===== config.mk =====
export PLATFORM = sky130hd
export DESIGN_NAME = eth_tx_arbiter
export DESIGN_NICKNAME = d
export VERILOG_FILES = /design/src/rtl/rgmii_pkg.sv /design/src/rtl/rr_arbiter.sv /design/src/rtl/eth_tx_arbiter.sv
export SDC_FILE = /design/constraint.sdc
export NUM_CORES = 1
export LEC_CHECK = 0
export ABC_AREA = 1
export BUFFER_PORTS_ARGS = -buffer_cell sky130_fd_sc_hd__buf_4
export CELL_PAD_IN_SITES_DETAIL_PLACEMENT = 0
export CELL_PAD_IN_SITES_GLOBAL_PLACEMENT = 1
export CORE_MARGIN = 5
export CORE_UTILIZATION = 33
export CTS_CLUSTER_SIZE = 14
export DETAILED_ROUTE_END_ITERATION = 8
export PLACE_DENSITY = 0.89
export SLEW_MARGIN = 10
export SYNTH_ARGS = -nofsm -noshare
export SYNTH_HDL_FRONTEND = slang
export SYNTH_SLANG_ARGS = --single-unit

===== constraint.sdc =====
create_clock -name clk_i -period 2.35 [get_ports clk_i]
set_clock_uncertainty 0.05 [all_clocks]
set_input_delay 0.1175 -clock clk_i [delete_from_list [all_inputs] [get_ports clk_i]]
set_output_delay 0.1175 -clock clk_i [all_outputs]
set_load 0.05 [all_outputs]

===== src/rtl/rgmii_pkg.sv =====
// Shared types and helpers for the Ethernet TX path: arbiter FSM states and
// the round-robin pick function used by rr_arbiter.
package rgmii_pkg;

  localparam int unsigned MAX_CH = 8;

  typedef enum logic [1:0] {
    ST_IDLE = 2'd0,
    ST_XFER = 2'd1,
    ST_GAP  = 2'd2
  } arb_state_e;

  // First set request strictly after 'last', wrapping within n channels.
  function automatic logic [MAX_CH-1:0] rr_pick(
    input logic [MAX_CH-1:0] req,
    input logic [2:0]        last,
    input int unsigned       n
  );
    logic [MAX_CH-1:0] pick;
    logic              found;
    logic [2:0]        idx;
    pick  = '0;
    found = 1'b0;
    for (int unsigned i = 1; i <= MAX_CH; i++) begin
      idx = 3'((32'(last) + i) % n);
      if ((i <= n) && !found && req[idx]) begin
        pick[idx] = 1'b1;
        found     = 1'b1;
      end
    end
    return pick;
  endfunction

endpackage


===== src/rtl/rr_arbiter.sv =====
// One-hot round-robin picker: grants the first requester after the previous
// grant index, plus the encoded index of that grant.
module rr_arbiter
  import rgmii_pkg::*;
#(
  parameter int unsigned NUM_CH = 4,
  parameter int unsigned IDX_W  = 2
) (
  input  logic [NUM_CH-1:0] req_i,
  input  logic [IDX_W-1:0]  last_i,
  output logic [NUM_CH-1:0] grant_o,
  output logic [IDX_W-1:0]  grant_idx_o,
  output logic              any_o
);

  logic [MAX_CH-1:0] req_ext_s;
  logic [2:0]        last_ext_s;
  logic [MAX_CH-1:0] pick_s;

  // Widen to the package helper's fixed width and encode the pick.
  always_comb begin
    req_ext_s               = '0;
    req_ext_s[NUM_CH-1:0]   = req_i;
    last_ext_s              = 3'd0;
    last_ext_s[IDX_W-1:0]   = last_i;
    pick_s                  = rr_pick(req_ext_s, last_ext_s, NUM_CH);
    grant_o                 = pick_s[NUM_CH-1:0];
    any_o                   = |pick_s;
    grant_idx_o             = '0;
    for (int k = 0; k < NUM_CH; k++) begin
      if (pick_s[k]) begin
        grant_idx_o = IDX_W'(k);
      end else begin
        grant_idx_o = grant_idx_o;
      end
    end
  end

endmodule


===== src/rtl/eth_tx_arbiter.sv =====
// Packet-granular round-robin arbiter merging NUM_CH AXIS byte streams into one.
// Optional ETH_ARB_STATS_EN adds per-channel packet and length-error counters.
module eth_tx_arbiter
  import rgmii_pkg::*;
#(
  parameter int unsigned NUM_CH        = 4,
  parameter int unsigned PAYLOAD_WIDTH = 11,
  parameter int unsigned GAP_CYCLES    = 64
) (
  input  logic                            clk_i,
  input  logic                            rstn_i,
  input  logic [NUM_CH*8-1:0]             s_tdata_i,
  input  logic [NUM_CH-1:0]               s_tvalid_i,
  input  logic [NUM_CH-1:0]               s_tlast_i,
  output logic [NUM_CH-1:0]               s_tready_o,
  input  logic [NUM_CH*PAYLOAD_WIDTH-1:0] ch_len_i,
  input  logic [NUM_CH*16-1:0]            ch_port_i,
  output logic [7:0]                      m_tdata_o,
  output logic                            m_tvalid_o,
  output logic                            m_tlast_o,
  input  logic                            m_tready_i,
  output logic [PAYLOAD_WIDTH-1:0]        payload_bytes_o,
  output logic [15:0]                     host_port_o,
  output logic [NUM_CH-1:0]               grant_o,
  output logic                            busy_o,
  output logic                            len_err_o
`ifdef ETH_ARB_STATS_EN
  ,
  output logic [NUM_CH*16-1:0]            pkt_cnt_o,
  output logic [15:0]                     err_cnt_o
`endif
);

  localparam int unsigned IDX_W = (NUM_CH > 1) ? $clog2(NUM_CH) : 1;
  localparam int unsigned CNT_W = PAYLOAD_WIDTH + 1;
  localparam int unsigned GAP_W = $clog2(GAP_CYCLES + 1);

  logic [1:0]               rst_sync_r;
  logic                     rst_n_s;
  arb_state_e               state_r, state_nx_s;
  logic [NUM_CH-1:0]        grant_r;
  logic [IDX_W-1:0]         last_grant_r;
  logic [NUM_CH-1:0]        elig_s;
  logic [NUM_CH-1:0]        arb_grant_s;
  logic [IDX_W-1:0]         arb_idx_s;
  logic                     arb_any_s;
  logic [CNT_W-1:0]         beat_cnt_r, beat_nx_s;
  logic [GAP_W-1:0]         gap_cnt_r;
  logic                     err_flag_r, err_now_s;
  logic                     sel_valid_s, sel_last_s, xfer_s, hs_s, take_s, gap_done_s;
  logic [7:0]               sel_data_s;
  logic [PAYLOAD_WIDTH-1:0] payload_r;
  logic [15:0]              host_r;
  logic                     len_err_r, busy_r;

  // Reset asserts asynchronously but releases on a clock edge.
  always_ff @(posedge clk_i or negedge rstn_i) begin
    if (!rstn_i) rst_sync_r <= 2'b00;
    else         rst_sync_r <= {rst_sync_r[0], 1'b1};
  end
  assign rst_n_s = rst_sync_r[1];

  // Requesters with a zero configured length are never eligible.
  always_comb begin
    elig_s = '0;
    for (int k = 0; k < NUM_CH; k++) begin
      elig_s[k] = s_tvalid_i[k] & (ch_len_i[k*PAYLOAD_WIDTH +: PAYLOAD_WIDTH] != {PAYLOAD_WIDTH{1'b0}});
    end
  end

  rr_arbiter #(.NUM_CH(NUM_CH), .IDX_W(IDX_W)) u_rr (
    .req_i       (elig_s),
    .last_i      (last_grant_r),
    .grant_o     (arb_grant_s),
    .grant_idx_o (arb_idx_s),
    .any_o       (arb_any_s)
  );

  // Granted-channel mux and handshake; zero-latency pass-through in XFER.
  always_comb begin
    xfer_s      = (state_r == ST_XFER);
    sel_valid_s = |(s_tvalid_i & grant_r);
    sel_last_s  = |(s_tlast_i & grant_r);
    sel_data_s  = 8'd0;
    for (int k = 0; k < NUM_CH; k++) begin
      sel_data_s = sel_data_s | (s_tdata_i[k*8 +: 8] & {8{grant_r[k]}});
    end
    m_tvalid_o = xfer_s & sel_valid_s;
    m_tlast_o  = xfer_s & sel_last_s;
    m_tdata_o  = xfer_s ? sel_data_s : 8'd0;
    s_tready_o = xfer_s ? (grant_r & {NUM_CH{m_tready_i}}) : {NUM_CH{1'b0}};
    hs_s       = m_tvalid_o & m_tready_i;
    take_s     = (state_r == ST_IDLE) & arb_any_s;
    gap_done_s = (state_r == ST_GAP) & (gap_cnt_r == GAP_W'(GAP_CYCLES - 1));
    beat_nx_s  = (&beat_cnt_r) ? beat_cnt_r : beat_cnt_r + CNT_W'(1);
  end

  // One error per packet: early tlast, or length reached with no tlast yet.
  always_comb begin
    err_now_s = 1'b0;
    if (hs_s && !err_flag_r) begin
      if (sel_last_s) err_now_s = (beat_nx_s != {1'b0, payload_r});
      else            err_now_s = (beat_nx_s == {1'b0, payload_r});
    end else begin
      err_now_s = 1'b0;
    end
  end

  // FSM next-state logic.
  always_comb begin
    state_nx_s = state_r;
    case (state_r)
      ST_IDLE: if (arb_any_s)         state_nx_s = ST_XFER; else state_nx_s = ST_IDLE;
      ST_XFER: if (hs_s && sel_last_s) state_nx_s = ST_GAP;  else state_nx_s = ST_XFER;
      ST_GAP:  if (gap_done_s)        state_nx_s = ST_IDLE; else state_nx_s = ST_GAP;
      default:                        state_nx_s = ST_IDLE;
    endcase
  end

  // FSM state, grant bookkeeping and latched channel configuration.
  always_ff @(posedge clk_i or negedge rst_n_s) begin
    if (!rst_n_s) begin
      state_r      <= ST_IDLE;
      grant_r      <= '0;
      last_grant_r <= IDX_W'(NUM_CH - 1);
      payload_r    <= '0;
      host_r       <= 16'd0;
      busy_r       <= 1'b0;
    end else begin
      state_r <= state_nx_s;
      busy_r  <= (state_nx_s != ST_IDLE);
      if (take_s) begin
        grant_r      <= arb_grant_s;
        last_grant_r <= arb_idx_s;
        payload_r    <= ch_len_i[arb_idx_s*PAYLOAD_WIDTH +: PAYLOAD_WIDTH];
        host_r       <= ch_port_i[arb_idx_s*16 +: 16];
      end else if (gap_done_s) begin
        grant_r <= '0;
      end
    end
  end

  // Beat and gap counters plus the registered length-error pulse.
  always_ff @(posedge clk_i or negedge rst_n_s) begin
    if (!rst_n_s) begin
      beat_cnt_r <= '0;
      gap_cnt_r  <= '0;
      err_flag_r <= 1'b0;
      len_err_r  <= 1'b0;
    end else begin
      len_err_r <= err_now_s;
      gap_cnt_r <= (state_r == ST_GAP) ? gap_cnt_r + GAP_W'(1) : GAP_W'(0);
      if (take_s) begin
        beat_cnt_r <= '0;
        err_flag_r <= 1'b0;
      end else if (hs_s) begin
        beat_cnt_r <= beat_nx_s;
        err_flag_r <= err_flag_r | err_now_s;
      end
    end
  end

  assign grant_o         = grant_r;
  assign busy_o          = busy_r;
  assign len_err_o       = len_err_r;
  assign payload_bytes_o = payload_r;
  assign host_port_o     = host_r;

`ifdef ETH_ARB_STATS_EN
  logic [NUM_CH*16-1:0] pkt_cnt_r;
  logic [15:0]          err_cnt_r;

  // Completed packets per channel (wrapping) and saturating error count.
  always_ff @(posedge clk_i or negedge rst_n_s) begin
    if (!rst_n_s) begin
      pkt_cnt_r <= '0;
      err_cnt_r <= 16'd0;
    end else begin
      if (hs_s && sel_last_s) begin
        pkt_cnt_r[last_grant_r*16 +: 16] <= pkt_cnt_r[last_grant_r*16 +: 16] + 16'd1;
      end
      if (err_now_s && (err_cnt_r != 16'hFFFF)) begin
        err_cnt_r <= err_cnt_r + 16'd1;
      end
    end
  end

  assign pkt_cnt_o = pkt_cnt_r;
  assign err_cnt_o = err_cnt_r;
`endif

endmodule


Word level (Yosys, flattened, before mapping). Cells that the tools add are included. W data, S select, Z words.

Register bits: 59. Input port bits: 151. Output and inout bits: 47. Logic and storage cells: 123.

Add/sub/neg operators: 6. Multiply operators: 1. Order comparisons: 8. Eq/ne operators: 5. Shift-type cells: 2. Muxes and demuxes: 42. Bitwise gates (word level): 23. Reduce and logical (&&, ||, !) cells: 25.

Operator list (number): $shiftx A64 B7 Y16 (1); $reduce_bool A11 Y1 (4); $shiftx A44 B7 Y11 (1); $mux W12 (3); $and A8 B8 Y8 (4); $mux W8 (4); $or A8 B4 Y8 (3); $or A8 B8 Y8 (3); $mux W1 (17); $lt A2 B4 Y1 const B (4); $mux W4 (4); $add A12 B1 Y12 const B (1); $and A4 B4 Y4 (3); $eq A12 B11 Y1 (1); $ne A12 B11 Y1 (1); $reduce_and A12 Y1 (1); $and A1 B1 Y1 (9); $logic_and A1 B1 Y1 (9); $bmux W1 S2 (4); $demux W1 S2 (4); $ge A2 B1 Y1 const B (4); $mux W2 (4); $reduce_or A4 Y1 (2); $reduce_or A8 Y1 (1); 13 further kinds (20).

Longest topological paths before layout.
Word-level depth: 19. Mapped depth: 21.

By module. Synthesis repeated with hierarchy kept, for this count alone.

Cells, all modules: 688. Area, all modules: 4436.8 µm².

By module, submodules not included: eth_tx_arbiter (instances 1, cells each 604, area each 3957.5 µm², seq. area each 1478.9 µm²); rr_arbiter (instances 1, cells each 84, area each 479.2 µm², seq. area each 0.0 µm²).

Worst setup path before layout. OpenSTA, ideal clock, no wires.

Path kind: reg-to-reg. Start: register grant_r[1] (netlist: grant_o[1]). End: register beat_cnt_r[6]. Data arrival time: 2367 ps. Data required time: 2179 ps. Slack: -188 ps. Cell stages (with the launch flop): 8. Path buffers: 1. Period minus slack after synthesis: 2538 ps. Path through: dfrtp_1 a22o_1 a221oi_1 nor2_1 nand2_1 clkbuf_1 o21ai_0 nor2_1.

Longest elaborated chain between the ends: 5.

Ends and longest elaborated chain: start, declared (line eth_tx_arbiter.sv:41) `logic [NUM_CH-1:0] grant_r;`; start signal, assigned (line eth_tx_arbiter.sv:133) `grant_r <= arb_grant_s;`; $and A4 B4 Y4 (line eth_tx_arbiter.sv:82) `sel_valid_s = |(s_tvalid_i & grant_r);`; $reduce_or A4 Y1 (line eth_tx_arbiter.sv:82); $and A1 B1 Y1 (line eth_tx_arbiter.sv:88) `m_tvalid_o = xfer_s & sel_valid_s;`; via m_tvalid_o (line eth_tx_arbiter.sv:19) `output logic m_tvalid_o,`; $and A1 B1 Y1 (line eth_tx_arbiter.sv:92) `hs_s = m_tvalid_o & m_tready_i;`; $reduce_bool A2 Y1 (no line); end signal, assigned (line eth_tx_arbiter.sv:157) `beat_cnt_r <= beat_nx_s;`; end, declared (line eth_tx_arbiter.sv:47) `logic [CNT_W-1:0] beat_cnt_r, beat_nx_s;`.

The timed path passes the listed nets, and every way through them passes these cells. A chain may end at the register's enable or synchronous reset.

Final worst setup path.
Start: register last_grant_r[0]. End: register payload_r[1] (netlist: payload_bytes_o[1]).

Longest elaborated chain between the ends: 18. Elaborated cells on any way between the ends: 55. Classes of those cells: add/sub: 4; mul: 1; order compare: 8; shift: 1; mux: 26; bitwise: 4; reduce/logical: 11.

Ends and longest elaborated chain: start, declared (line eth_tx_arbiter.sv:42) `logic [IDX_W-1:0] last_grant_r;`; start signal, assigned (line eth_tx_arbiter.sv:125) `last_grant_r <= IDX_W'(NUM_CH - 1);`; start signal, assigned (line eth_tx_arbiter.sv:134) `last_grant_r <= arb_idx_s;`; branches (longest 12 deep; another with $lt A2 B4 Y1); $mux W8 * (line rgmii_pkg.sv:26) `if ((i <= n) && !found && req[idx]) begin`; $mux W1 (line rr_arbiter.sv:31) `if (pick_s[k]) begin`; $mux W2 (2 in a row) (line rr_arbiter.sv:31); $mul A2 B4 Y6 (line eth_tx_arbiter.sv:135) `payload_r <= ch_len_i[arb_idx_s*PAYLOAD_WIDTH +: PAYLOAD_WIDTH];`; $shiftx A44 B7 Y11 (line eth_tx_arbiter.sv:135); end signal, assigned (line eth_tx_arbiter.sv:135); end, declared (line eth_tx_arbiter.sv:52) `logic [PAYLOAD_WIDTH-1:0] payload_r;`.

Mark *: on every way between the ends. The select of a mux whose other input is x is not followed.

==> impl_metrics.yaml <==
timing:
  hold_viol: 0
  period_share: 1.043
  worstMarginPinSlew_ns: 0.7506
  rsz0062_at_grt: "yes"
  slew_violations: 0
  setup_viol: 43
  slew_headroom: 0.4996
  setup_slack_ns: -0.1022
  period_needed_ns: 2.452
  fmaxAchievable_ghz: 0.4078
logic_synthesis:
  synthFlopType: "dfrtp_1"
  yosysMostFrequentCell: "nand2_1"
  synthTopCellsByArea: "dfrtp_1 28%, nand2_1 25%, nor2_1 9.8%"
  synth_edf_count: 0
  synth_seq_cells: 59
  synth_top_area_share: 0.2765
  synth_cells: 881
  syn_area_um2: 5159
  synth_top_cell_by_area: "dfrtp_1"
  async_flop_share: 1.000
  synth_area_per_cell_um2: 5.856
  syn_nets: 1042
  synthDistinctLibCells: 37
  seq_area_frac_synth: 0.2867
  yosysWarnings: 0
  synthTopCellsByCount: "344 x nand2_1, 135 x nor2_1, 123 x inv_1"
clock_tree:
  clock-sinks: 59
  htreeDepth: 3
  cts.clk_slew.worst_paths_ns: 0.05
  clk_path_buf_depth: 2
  cts_root_buf: "clkbuf_16"
  cts_buffers: 9
  clk_latency_ns: 0.33
  cts_tree: "built"
setup_path:
  cp-start-kind: "flip-flop"
  worst_setup_path_end_kind: "flip-flop"
  crit_type: "reg2reg"
  path_max_fanout: 9
  crit_top_cell: "nand2_1"
  worst-r2r-cell-count: 15
  timing.rr.start: "last_grant_r[0]$_DFFE_PN1N_"
  worstPathArrival_ns: 2.62
  timing.rr.end: "payload_bytes_o[1]$_DFFE_PN0N_"
  rrSetupSlack_ns: -0.10
  critical_path_buf_inv_count: 4
  critical-path-max-stage-delay_ns: 0.56
  crit_slowest_cell: "dfstp_2"
  crit_required_ns: 2.52
  cp.depth: 15
  cp_cell_sequence: "inv_4, ha_4, inv_4, nand2_2, nand2_4, nand2_1, nand2_1, nand3b_4, nor2_1, nand2_4, nand2_8, clkinv_8, clkbuf_16, nand2_1, nand2_1"
  path_delay_family: "simple AND/OR/NAND/NOR gates"
global_routing:
  grt_max_degree: 58
  grt_pass1_vias: 5681
  grt_pass1_wl_um: 27720
  track_usage: 0.1877
  grt-ovfl-total: 0
  antenna_found_initial: 0
detailed_routing:
  post-route-drc-count: 0
  wirelength_um: 18070
  post_drt_wl_per_cell_um: 13.66
  num_vias: 5875
  drtIter0Drc: 359
  postRouteAntennaNets: 0
  avgViaCountPerCell: 4.441
  drt_first_pass_iters: 5
run_status:
  status: "complete, but fails checks"
  violations: "negative setup slack"
placement:
  dp_hpwl_um: 13100
  io_buffer_count: 197
  gp_congestion: 0.8734
  pre_cts_ws_ns: -0.05157
die:
  die_x_um: 135.0
  io_pins: 198
  dieHeight_um: 135.0
  dieArea_um2: 18230
  core-area_um2: 15260
  rows: 45
  initial_core_util: 0.3381
hold_path:
  hp-class: "in2async"
layout:
  area_growth_pct: 52.17
  fin_nets: 1269
  antenna_cells: 0
  drive_gt1_frac: 0.2896
  fillCellCount: 1564
run:
  max-cap-violations: 0
## logic make-up (layout without fill, tap and decap cells)
family,count (synthesis),count (layout),share of synthesized area
simple gates,581,584,0.4705
fa+ha+maj,10,10,0.02425
buf+inv,179,407,0.1501
compound gates,39,39,0.04730
other cells,1,1,0.0007269
xor+xnor,12,12,0.02037
flops,59,59,0.2867
## placed cells by master (no fill, tap or decap), types with 3 or more instances in the layout
cell type,instances
nand2_1,332
buf_4,227
nor2_1,132
inv_1,118
nand3_1,63
dfrtp_1,56
clkinv_1,19
o21ai_0,13
clkbuf_16,13
nand3_2,11
nand2_2,11
xor2_1,11
a21oi_1,9
a41oi_1,8
ha_1,8
buf_12,8
nand2_8,7
inv_2,6
nand2_4,6
nor2_4,4
nand4_1,4
o21ai_1,4
clkbuf_8,4
nor2_2,3
nand3_4,3
buf_6,3
## per-layer routing
metal,up-vias,part of all wire,GRT usage
met5,-,0,0
met4,0,0.016,0.04703
met3,22,0.062,0.04508
met2,165,0.49,0.3316
met1,2582,0.43,0.2300
li1,3106,-,-
## sequential cells by signal, summed over array words and instances, names as in the netlist
register         count
len_err_o            1
gap_cnt_r            7
busy_o               1
grant_o              4
beat_cnt_r          12
state_r              2
payload_bytes_o     11
last_grant_r         2
rst_sync_r           2
err_flag_r           1
host_port_o         16
## worst max path at each step
stage | start | end
after floorplan | last_grant_r[0]$_DFFE_PN1N_ | payload_bytes_o[9]$_DFFE_PN0N_
after global placement | last_grant_r[0]$_DFFE_PN1N_ | host_port_o[9]$_DFFE_PN0N_
after detailed placement | last_grant_r[0]$_DFFE_PN1N_ | host_port_o[3]$_DFFE_PN0N_
after CTS | last_grant_r[0]$_DFFE_PN1N_ | host_port_o[2]$_DFFE_PN0N_
after global routing | last_grant_r[0]$_DFFE_PN1N_ | host_port_o[3]$_DFFE_PN0N_
final | last_grant_r[0]$_DFFE_PN1N_ | payload_bytes_o[1]$_DFFE_PN0N_
## what timing repair did
item                       4_1_cts  5_1_grt
hold endpoints to repair         2        0
hold buffers                     1        0
cloned                           3        5
setup endpoints to repair       43       49
resized for setup               15       54
setup buffers                    6        2
pin swaps                        8       20
## area by class of cell
class | instances | area (um^2) | area share
Sequential cell | 59 | 1480 | 0.1886
Tap cell | 211 | 264.0 | 0.03363
Clock inverter | 1 | 30.03 | 0.003825
Timing Repair Buffer | 245 | 2051 | 0.2612
Inverter | 147 | 576.8 | 0.07348
Multi-Input combinational cell | 646 | 3164 | 0.4031
Clock buffer | 14 | 284.0 | 0.03618
## through the flow
step                      utilization  std cells  hold WS, ns  area (um^2)  setup TNS (ns)
after floorplan                     -        881      -0.2281         5174               0
after global placement         0.4616       1293      -0.1494         7043         -0.2906
after detailed placement       0.4616       1293      -0.1471         7043         -0.8726
after CTS                      0.4937       1318      0.05816         7533        -0.03410
after global routing           0.5145       1323      0.05020         7850          -7.266
final                          0.5145       1323      0.06317         7850          -2.514
## worst reg2reg max path, stage by stage (launching register included)
cell	delay, ns
dfstp_2	0.56
inv_4	0.06
ha_4	0.29
inv_4	0.05
nand2_2	0.08
nand2_4	0.09
nand2_1	0.08
nand2_1	0.06
nand3b_4	0.20
nor2_1	0.21
nand2_4	0.09
nand2_8	0.13
clkinv_8	0.10
clkbuf_16	0.18
nand2_1	0.07
nand2_1	0.05
Power is not shown: default switching activity piles up to over one toggle a cycle in this logic, so the estimate is an artifact.
